==> src/rtl/if_stage_if.sv <==
// Bundle of the fetch stage's control, instruction-memory and IF/ID signals.
//   master : used by if_stage. It takes in the hazard controls, the branch target and
//            instr_in, and it drives instr_addr, pc_out and the IF/ID register outputs.
//   slave  : used by the surrounding pipeline or test environment. It is the mirror image
//            of master.
interface if_stage_if;
   logic        stall;
   logic        flush;
   logic        pc_src;
   logic [31:0] branch_target;
   logic [31:0] instr_addr;
   logic [31:0] instr_in;
   logic [31:0] pc_out;
   logic [31:0] ifid_npc;
   logic [31:0] ifid_instr;
   logic        ifid_valid;

   modport master (
      input  stall, flush, pc_src, branch_target, instr_in,
      output instr_addr, pc_out, ifid_npc, ifid_instr, ifid_valid
   );

   modport slave (
      output stall, flush, pc_src, branch_target, instr_in,
      input  instr_addr, pc_out, ifid_npc, ifid_instr, ifid_valid
   );
endinterface

==> src/rtl/if_stage.sv <==
// Instruction-fetch stage of the 5-stage MIPS pipeline.
// Holds the PC and forms PC+PC_STEP. It then selects the next PC, which is either the
// sequential PC or a word-aligned branch/jump target. It also loads the IF/ID register
// with the fetched word and its PC+4.
// Ports:
//   clk  : rising-edge clock
//   rst  : synchronous, active-high reset. It has priority over every other control input.
//   bus  : if_stage_if.master
//          inputs  stall, flush, pc_src, branch_target, instr_in
//          outputs instr_addr (same as pc_out, drives the combinational instruction memory),
//                  pc_out, ifid_npc, ifid_instr, ifid_valid
//
// state | meaning
// FILL  | first cycle after reset; IF/ID still holds the reset bubble
// RUN   | normal fetch; stays here until the next reset
module if_stage #(
   parameter logic [31:0] RESET_PC  = 32'h0000_0000,
   parameter logic [31:0] NOP_INSTR = 32'h0000_0000,
   parameter logic [31:0] PC_STEP   = 32'd4
) (
   input  logic         clk,
   input  logic         rst,
   if_stage_if.master   bus
);

   typedef enum logic {FILL, RUN} state_t;

   state_t      state_q, state_d;
   logic        run_en;

   logic [31:0] pc_q;
   logic [31:0] pc_plus4;
   logic [31:0] pc_next;

   logic [31:0] ifid_instr_q, ifid_instr_d;
   logic [31:0] ifid_npc_q,   ifid_npc_d;
   logic        ifid_valid_q, ifid_valid_d;

   always_ff @(posedge clk) begin
      if (rst) state_q <= FILL;
      else     state_q <= state_d;
   end

   always_comb begin
      state_d = state_q;
      run_en  = 1'b0;
      case (state_q)
         FILL: state_d = RUN;
         RUN: begin
            state_d = RUN;
            run_en  = 1'b1;
         end
         default: state_d = FILL;
      endcase
   end

   // Wraps modulo 2^32. No carry-out is kept.
   assign pc_plus4 = pc_q + PC_STEP;

   // A taken branch wins over stall, so that a redirect is never lost while the
   // front end is frozen.
   always_comb begin
      pc_next = pc_plus4;
      if (bus.pc_src)
         pc_next = bus.branch_target & ~32'h3;
      else if (bus.stall)
         pc_next = pc_q;
   end

   // When stall and flush are both asserted, the bubble wins. The stalled IF/ID contents
   // are dropped in that case.
   always_comb begin
      ifid_instr_d = bus.instr_in;
      ifid_npc_d   = pc_plus4;
      ifid_valid_d = 1'b1;
      if (bus.flush) begin
         ifid_instr_d = NOP_INSTR;
         ifid_npc_d   = 32'h0;
         ifid_valid_d = 1'b0;
      end else if (bus.stall) begin
         ifid_instr_d = ifid_instr_q;
         ifid_npc_d   = ifid_npc_q;
         ifid_valid_d = ifid_valid_q;
      end
   end

   always_ff @(posedge clk) begin
      if (rst) begin
         pc_q         <= RESET_PC;
         ifid_instr_q <= NOP_INSTR;
         ifid_npc_q   <= 32'h0;
         ifid_valid_q <= 1'b0;
      end else begin
         pc_q         <= pc_next;
         ifid_instr_q <= ifid_instr_d;
         ifid_npc_q   <= ifid_npc_d;
         ifid_valid_q <= ifid_valid_d;
      end
   end

   assign bus.instr_addr = pc_q;
   assign bus.pc_out     = pc_q;
   assign bus.ifid_instr = ifid_instr_q;
   assign bus.ifid_npc   = ifid_npc_q;
   // During FILL the register still holds the reset bubble. Gating it here keeps
   // valid low for that whole cycle.
   assign bus.ifid_valid = ifid_valid_q & run_en;

endmodule

==> src/flat_wrapper.sv <==
// flat-port wrapper written by rule: the top's interface ports become plain ports
module if_stage_flat 
#(
   parameter logic [31:0] RESET_PC  = 32'h0000_0000,
   parameter logic [31:0] NOP_INSTR = 32'h0000_0000,
   parameter logic [31:0] PC_STEP   = 32'd4
)
  (clk, rst, bus_stall, bus_flush, bus_pc_src, bus_branch_target, bus_instr_in, bus_instr_addr, bus_pc_out, bus_ifid_npc, bus_ifid_instr, bus_ifid_valid);
  if_stage_if bus_i ();
  input  logic clk;
  input  logic rst;
  input wire logic [$bits(bus_i.stall)-1:0] bus_stall;
  input wire logic [$bits(bus_i.flush)-1:0] bus_flush;
  input wire logic [$bits(bus_i.pc_src)-1:0] bus_pc_src;
  input wire logic [$bits(bus_i.branch_target)-1:0] bus_branch_target;
  input wire logic [$bits(bus_i.instr_in)-1:0] bus_instr_in;
  output wire logic [$bits(bus_i.instr_addr)-1:0] bus_instr_addr;
  output wire logic [$bits(bus_i.pc_out)-1:0] bus_pc_out;
  output wire logic [$bits(bus_i.ifid_npc)-1:0] bus_ifid_npc;
  output wire logic [$bits(bus_i.ifid_instr)-1:0] bus_ifid_instr;
  output wire logic [$bits(bus_i.ifid_valid)-1:0] bus_ifid_valid;
  assign bus_i.stall = bus_stall;
  assign bus_i.flush = bus_flush;
  assign bus_i.pc_src = bus_pc_src;
  assign bus_i.branch_target = bus_branch_target;
  assign bus_i.instr_in = bus_instr_in;
  assign bus_instr_addr = bus_i.instr_addr;
  assign bus_pc_out = bus_i.pc_out;
  assign bus_ifid_npc = bus_i.ifid_npc;
  assign bus_ifid_instr = bus_i.ifid_instr;
  assign bus_ifid_valid = bus_i.ifid_valid;
  if_stage #(.RESET_PC(RESET_PC), .NOP_INSTR(NOP_INSTR), .PC_STEP(PC_STEP)) u_core (.clk(clk), .rst(rst), .bus(bus_i));
endmodule
==> config.mk <==
export PLATFORM = sky130hd
export DESIGN_NAME = if_stage_flat
export DESIGN_NICKNAME = d
export VERILOG_FILES = /design/src/rtl/if_stage_if.sv /design/src/rtl/if_stage.sv /design/src/flat_wrapper.sv
export SDC_FILE = /design/constraint.sdc
export NUM_CORES = 1
export LEC_CHECK = 0
export BUFFER_PORTS_ARGS = -buffer_cell sky130_fd_sc_hd__clkbuf_2
export CAP_MARGIN = 20
export CORE_AREA = 2 2 115 94
export DETAILED_ROUTE_END_ITERATION = 10
export DIE_AREA = 0 0 117 96
export GPL_ROUTABILITY_DRIVEN = 0
export PLACE_DENSITY = 0.89
export SLEW_MARGIN = 20
export SYNTH_ARGS = -nofsm -noshare
export SYNTH_HDL_FRONTEND = slang
export SYNTH_SLANG_ARGS = --single-unit
export TNS_END_PERCENT = 100
==> constraint.sdc <==
create_clock -name clk -period 2.75 [get_ports clk]
set_input_delay 0.825 -clock clk [delete_from_list [all_inputs] [get_ports clk]]
set_output_delay 0.825 -clock clk [all_outputs]
set_load 0.05 [all_outputs]
## After elaboration in Yosys (flattened, before gate mapping)

Index checks and enable logic that the tools add are counted.

| storage, ports and cells | value |
|---|---|
| register bits | 98 |
| bits in latches | 0 |
| memory bits (writable) | 0 |
| memory bits (read-only) | 0 |
| output and inout bits | 129 |
| logic and storage cells | 15 |
| memories | 0 |

| cells by class | value |
|---|---|
| $add $sub $neg | 1 |
| multipliers | 0 |
| divide/modulo/power cells | 0 |
| $lt $le $gt $ge | 0 |
| equal/unequal tests | 1 |
| shifts and indexed selects | 0 |
| mux-type cells | 4 |
| bitwise operators | 1 |
| reductions and logical operators | 2 |

Operators by type and width:

| kind | count |
|---|---|
| two-way mux 32 bit | 2 |
| adder 32 x 3 -> 32 bit, second input constant | 1 |
| OR reduction 2 bit | 2 |
| two-way mux 1 bit | 2 |
| inequality test 2 x 1 -> 1 bit, second input constant | 1 |
| AND 1 bit | 1 |

## Longest topological paths before layout

| logic depth | value |
|---|---|
| depth in word-level cells | 3 |
| depth in mapped cells | 7 |

## Worst setup path after synthesis

Ideal clock, no wire load.

| timing | value |
|---|---|
| kind | reg2reg |
| from | register u_core.pc_q[12], in the netlist u_core.bus.instr_addr[12] |
| to | register u_core.ifid_npc_q[25], in the netlist u_core.bus.ifid_npc[25] |
| setup time | 132 ps |
| data arrival time | 2159 ps |
| setup slack | 459 ps |
| stages on the path, launching flop included | 8 |
| cell sequence | dfxtp_1 > buf_2 > nand4_4 > or4_4 > buf_6 > o31a_1 > nor3_1 > nor3_1 |

| between the ends | value |
|---|---|
| word-level cells in the longest chain between the ends | 1 |

RTL lines:

| element | RTL line | source |
|---|---|---|
| start: declaration | if_stage.sv:31 | `logic [31:0] pc_q;` |
| start signal: assignment | if_stage.sv:94 | `pc_q <= pc_next;` |
| adder 32 x 3 -> 32 bit | if_stage.sv:58 | `assign pc_plus4 = pc_q + PC_STEP;` |
| end signal: assignment | if_stage.sv:96 | `ifid_npc_q <= ifid_npc_d;` |
| end: declaration | if_stage.sv:36 | `logic [31:0] ifid_npc_q, ifid_npc_d;` |

Every way passes these cells.
A chain may end at the register's enable or synchronous reset.

## Worst setup path after layout

| timing | value |
|---|---|
| from | register u_core.pc_q[4], in the netlist u_core.bus.instr_addr[4] |
| to | register u_core.ifid_npc_q[25], in the netlist u_core.bus.ifid_npc[25] |

The elaborated chain is that of the path after synthesis.

==> flow_summary.json <==
{
  "die_w_um": 117,
  "ios": 198,
  "grt_busiest_layer": "met2",
  "crit_arrival_ns": 2.40,
  "grtUsageMet1_pct": 28.6,
  "worst_ep_required_time_ns": 2.93,
  "synth_top_cell_by_area": "dfxtp_1",
  "met2_usage_pct": 34.1,
  "status": "completed",
  "ys_types": 50,
  "layoutNonFillerInstCount": 836,
  "hold_viol_final": 0,
  "cts.repair.resized": 0,
  "max_stage_delay_ns": 0.66,
  "dp_cells": 820,
  "die_y_um": 96,
  "grt_pass1_vias": 3727,
  "cts_buffers": 9,
  "yosysSeqAreaShare_pct": 39.6,
  "synthesis.area_sq_mm": 0.00475,
  "p_int_mw": 2.43,
  "post_cts_buffers": 0,
  "p_leak_nw": 2.67,
  "fin_crit_ns": 2.22,
  "ir_worst_vdd_mv": 0.316,
  "n_antenna_cell": 0,
  "synth_area_leaders": "dfxtp_1 40%, mux2i_1 8.2%, buf_4 6.0%",
  "dp_hpwl_um": 8880,
  "worstPathMaxFanout": 10,
  "coreArea_sq_mm": 0.0101,
  "drive_above_1_share_pct": 33.9,
  "cpMaxStageDelayCell": "or4_4",
  "synth_enable_flop_cells": 0,
  "p_comb_share_pct": 19.4,
  "fp-row-count": 33,
  "clk_pin_slew_worst_paths_ns": 0.07,
  "finalSetupTns_ns": 0,
  "slew_violations": 0,
  "cts_root_buf": "clkbuf_16",
  "synth_adder_area_share_pct": 0.263,
  "viasPerCell": 5.05,
  "synth_top_family_by_area": "simple AND/OR/NAND/NOR gates",
  "final.setup.worst_slack_ns": 0.529,
  "clock_latency_ns": 0.34,
  "rsz0062_at_grt": "no",
  "grtUsageTotal_pct": 21.3,
  "area_delta_synth_final_pct": 23.1,
  "io_buffer_count": 189,
  "relSlewSlack_pct": 33.3,
  "totalWireLength_um": 12000,
  "fin_nets": 761,
  "grt_max_degree": 60,
  "fin_util_pct": 57.8,
  "synth_mux_area_share_pct": 8.22,
  "clockBufferDepth": 2,
  "synth_xor_area_share_pct": 9.22,
  "ctsHoldBuffers": 0,
  "fmax_ghz": 0.450,
  "finalSetupViolCount": 0,
  "dr.pass1.iters": 5,
  "antenna_found_initial": 0,
  "initial_core_util_pct": 47.0,
  "dpl_worst_slack_ns": 0.394,
  "async_flop_share_pct": 0,
  "synth_seq_cells": 94,
  "start_kind": "register",
  "cts.sinks": 94,
  "cap_violations": 0,
  "synth_top_area_share_pct": 39.6,
  "vias": 4225,
  "sequentialPowerShare_pct": 42.5,
  "final.period_utilization_pct": 80.8,
  "critPathKind": "register to register",
  "final_antenna_net_count": 0,
  "cts_tree": "done",
  "fin_worst_skew_ns": 0.00743,
  "grt_pass1_wl_um": 18600,
  "drt_drc_violations_left": 0,
  "p_per_area_mw_per_mm2": 605,
  "grt.overflow.total": 0,
  "avgRoutedWirePerCell_um": 14.4,
  "power_mw": 3.54,
  "switching_share_pct": 31.1,
  "cpMostUsedCell": "nor3_1",
  "drt_iter0_markers": 335,
  "endpoint_kind": "register",
  "grtUsageMet3_pct": 4.72,
  "yosys.area_share.simple_pct": 19.7,
  "hp-class": "register to register",
  "cp_cell_sequence": "nand4_2 > or4_4 > o31a_1 > nor3_1 > nor3_1",
  "syn_inst": 548,
  "p_switching_mw": 1.10,
  "tightestPinTransition_ns": 1.00,
  "synth_compound_area_share_pct": 10.8,
  "clock_power_share_pct": 38.2,
  "synthFlopType": "dfxtp_1",
  "syn_area_per_cell_sq_um": 8.67,
  "htreeDepth": 3,
  "synth_warnings": 0,
  "die_area_sq_mm": 0.0112
}
cell families after synthesis:
group / after synthesis
AND/OR/NAND/NOR: 183
XOR/XNOR: 50
AO/OA/AOI/OAI: 80
other: 1
multiplexers: 39
flip-flops: 94
buffers and inverters: 100
adder cells (fa/ha/maj): 1
synthesized netlist by cell type (all sizes together), types with 17 or more instances:
cell     n
nor3    17
mux2i   39
inv     22
nor2    76
nand2   29
xnor2   29
xor2    21
buf     48
o21a    19
clkbuf  29
dfxtp   94
a21oi   33
layout make-up:
| type | instances | area (sq um) |
|---|---|---|
| clock buffers | 10 | 239 |
| well taps | 140 | 175 |
| flip-flops and latches | 94 | 1880 |
| multi-input cells | 359 | 2310 |
| clock inverters | 6 | 92.6 |
| repair buffers | 204 | 1060 |
| inverters | 23 | 86.3 |
| fillers | 918 | 4270 |
layer usage:
layer	wire, um	part of all wire, %	vias to the layer above
met5	0	0	-
met4	136	1.1	0
met3	748	6.2	10
met2	5690	47	162
met1	5440	45	1963
li1	-	-	2090
power by group through the flow:
stage / sequential (mW) / combinational (mW) / clock, mW
2_1_floorplan: 1.70 / 0.385 / 0
3_3_place_gp: 1.53 / 0.679 / 0
3_5_place_dp: 1.53 / 0.686 / 0
4_1_cts: 1.50 / 0.689 / 1.39
5_1_grt: 1.51 / 0.730 / 1.44
6_report: 1.50 / 0.685 / 1.35
sequential cells by signal, summed over array words and instances (netlist names):
signal / cells
u_core.bus.ifid_instr: 32
u_core.bus.ifid_npc: 30
u_core.bus.instr_addr: 30
u_core.ifid_valid_q: 1
u_core.state_q: 1
cells in the final DEF (no fill, tap or decap), types with 6 or more instances in the layout:
cell,netlist,final
a211oi_1,14,14
a21oi_1,33,33
buf_4,38,16
clkbuf_16,0,9
clkbuf_2,4,188
conb_1,1,6
dfxtp_1,94,94
inv_1,22,22
mux2i_1,39,39
nand2_1,29,29
nand3_1,15,15
nand4_1,11,11
nor2_1,76,76
nor2b_1,6,6
nor3_1,14,14
o21a_1,19,19
o21ai_0,7,7
xnor2_1,29,29
xor2_1,21,21
worst paths after layout:
path                            slack [ns]                             startpoint  depth (start not counted)                                   end
worst min register to register        0.44       u_core.ifid_valid_q$_SDFFE_PP0N_                          2      u_core.ifid_valid_q$_SDFFE_PP0N_
worst max-delay path                  0.53  u_core.bus.instr_addr[4]$_SDFFE_PP0P_                          5  u_core.bus.ifid_npc[25]$_SDFFE_PP0N_
worst min-delay path                  0.44       u_core.ifid_valid_q$_SDFFE_PP0N_                          2      u_core.ifid_valid_q$_SDFFE_PP0N_
worst max register to register        0.53  u_core.bus.instr_addr[4]$_SDFFE_PP0P_                          5  u_core.bus.ifid_npc[25]$_SDFFE_PP0N_
through the flow:
step,instance area [sq um],hold slack [ns]
after floorplan,4770,0.425
after global routing,5850,0.479
after global placement,5520,0.432
final,5850,0.442
after CTS,5850,0.447
after detailed placement,5520,0.437
critical path: cells and delay by family (launching register included):
kind,cells,cell delay (ns)
flip-flops,1,0.55
AO/OA/AOI/OAI,1,0.27
AND/OR/NAND/NOR,4,1.24
Power figures use the tool's default switching activity.
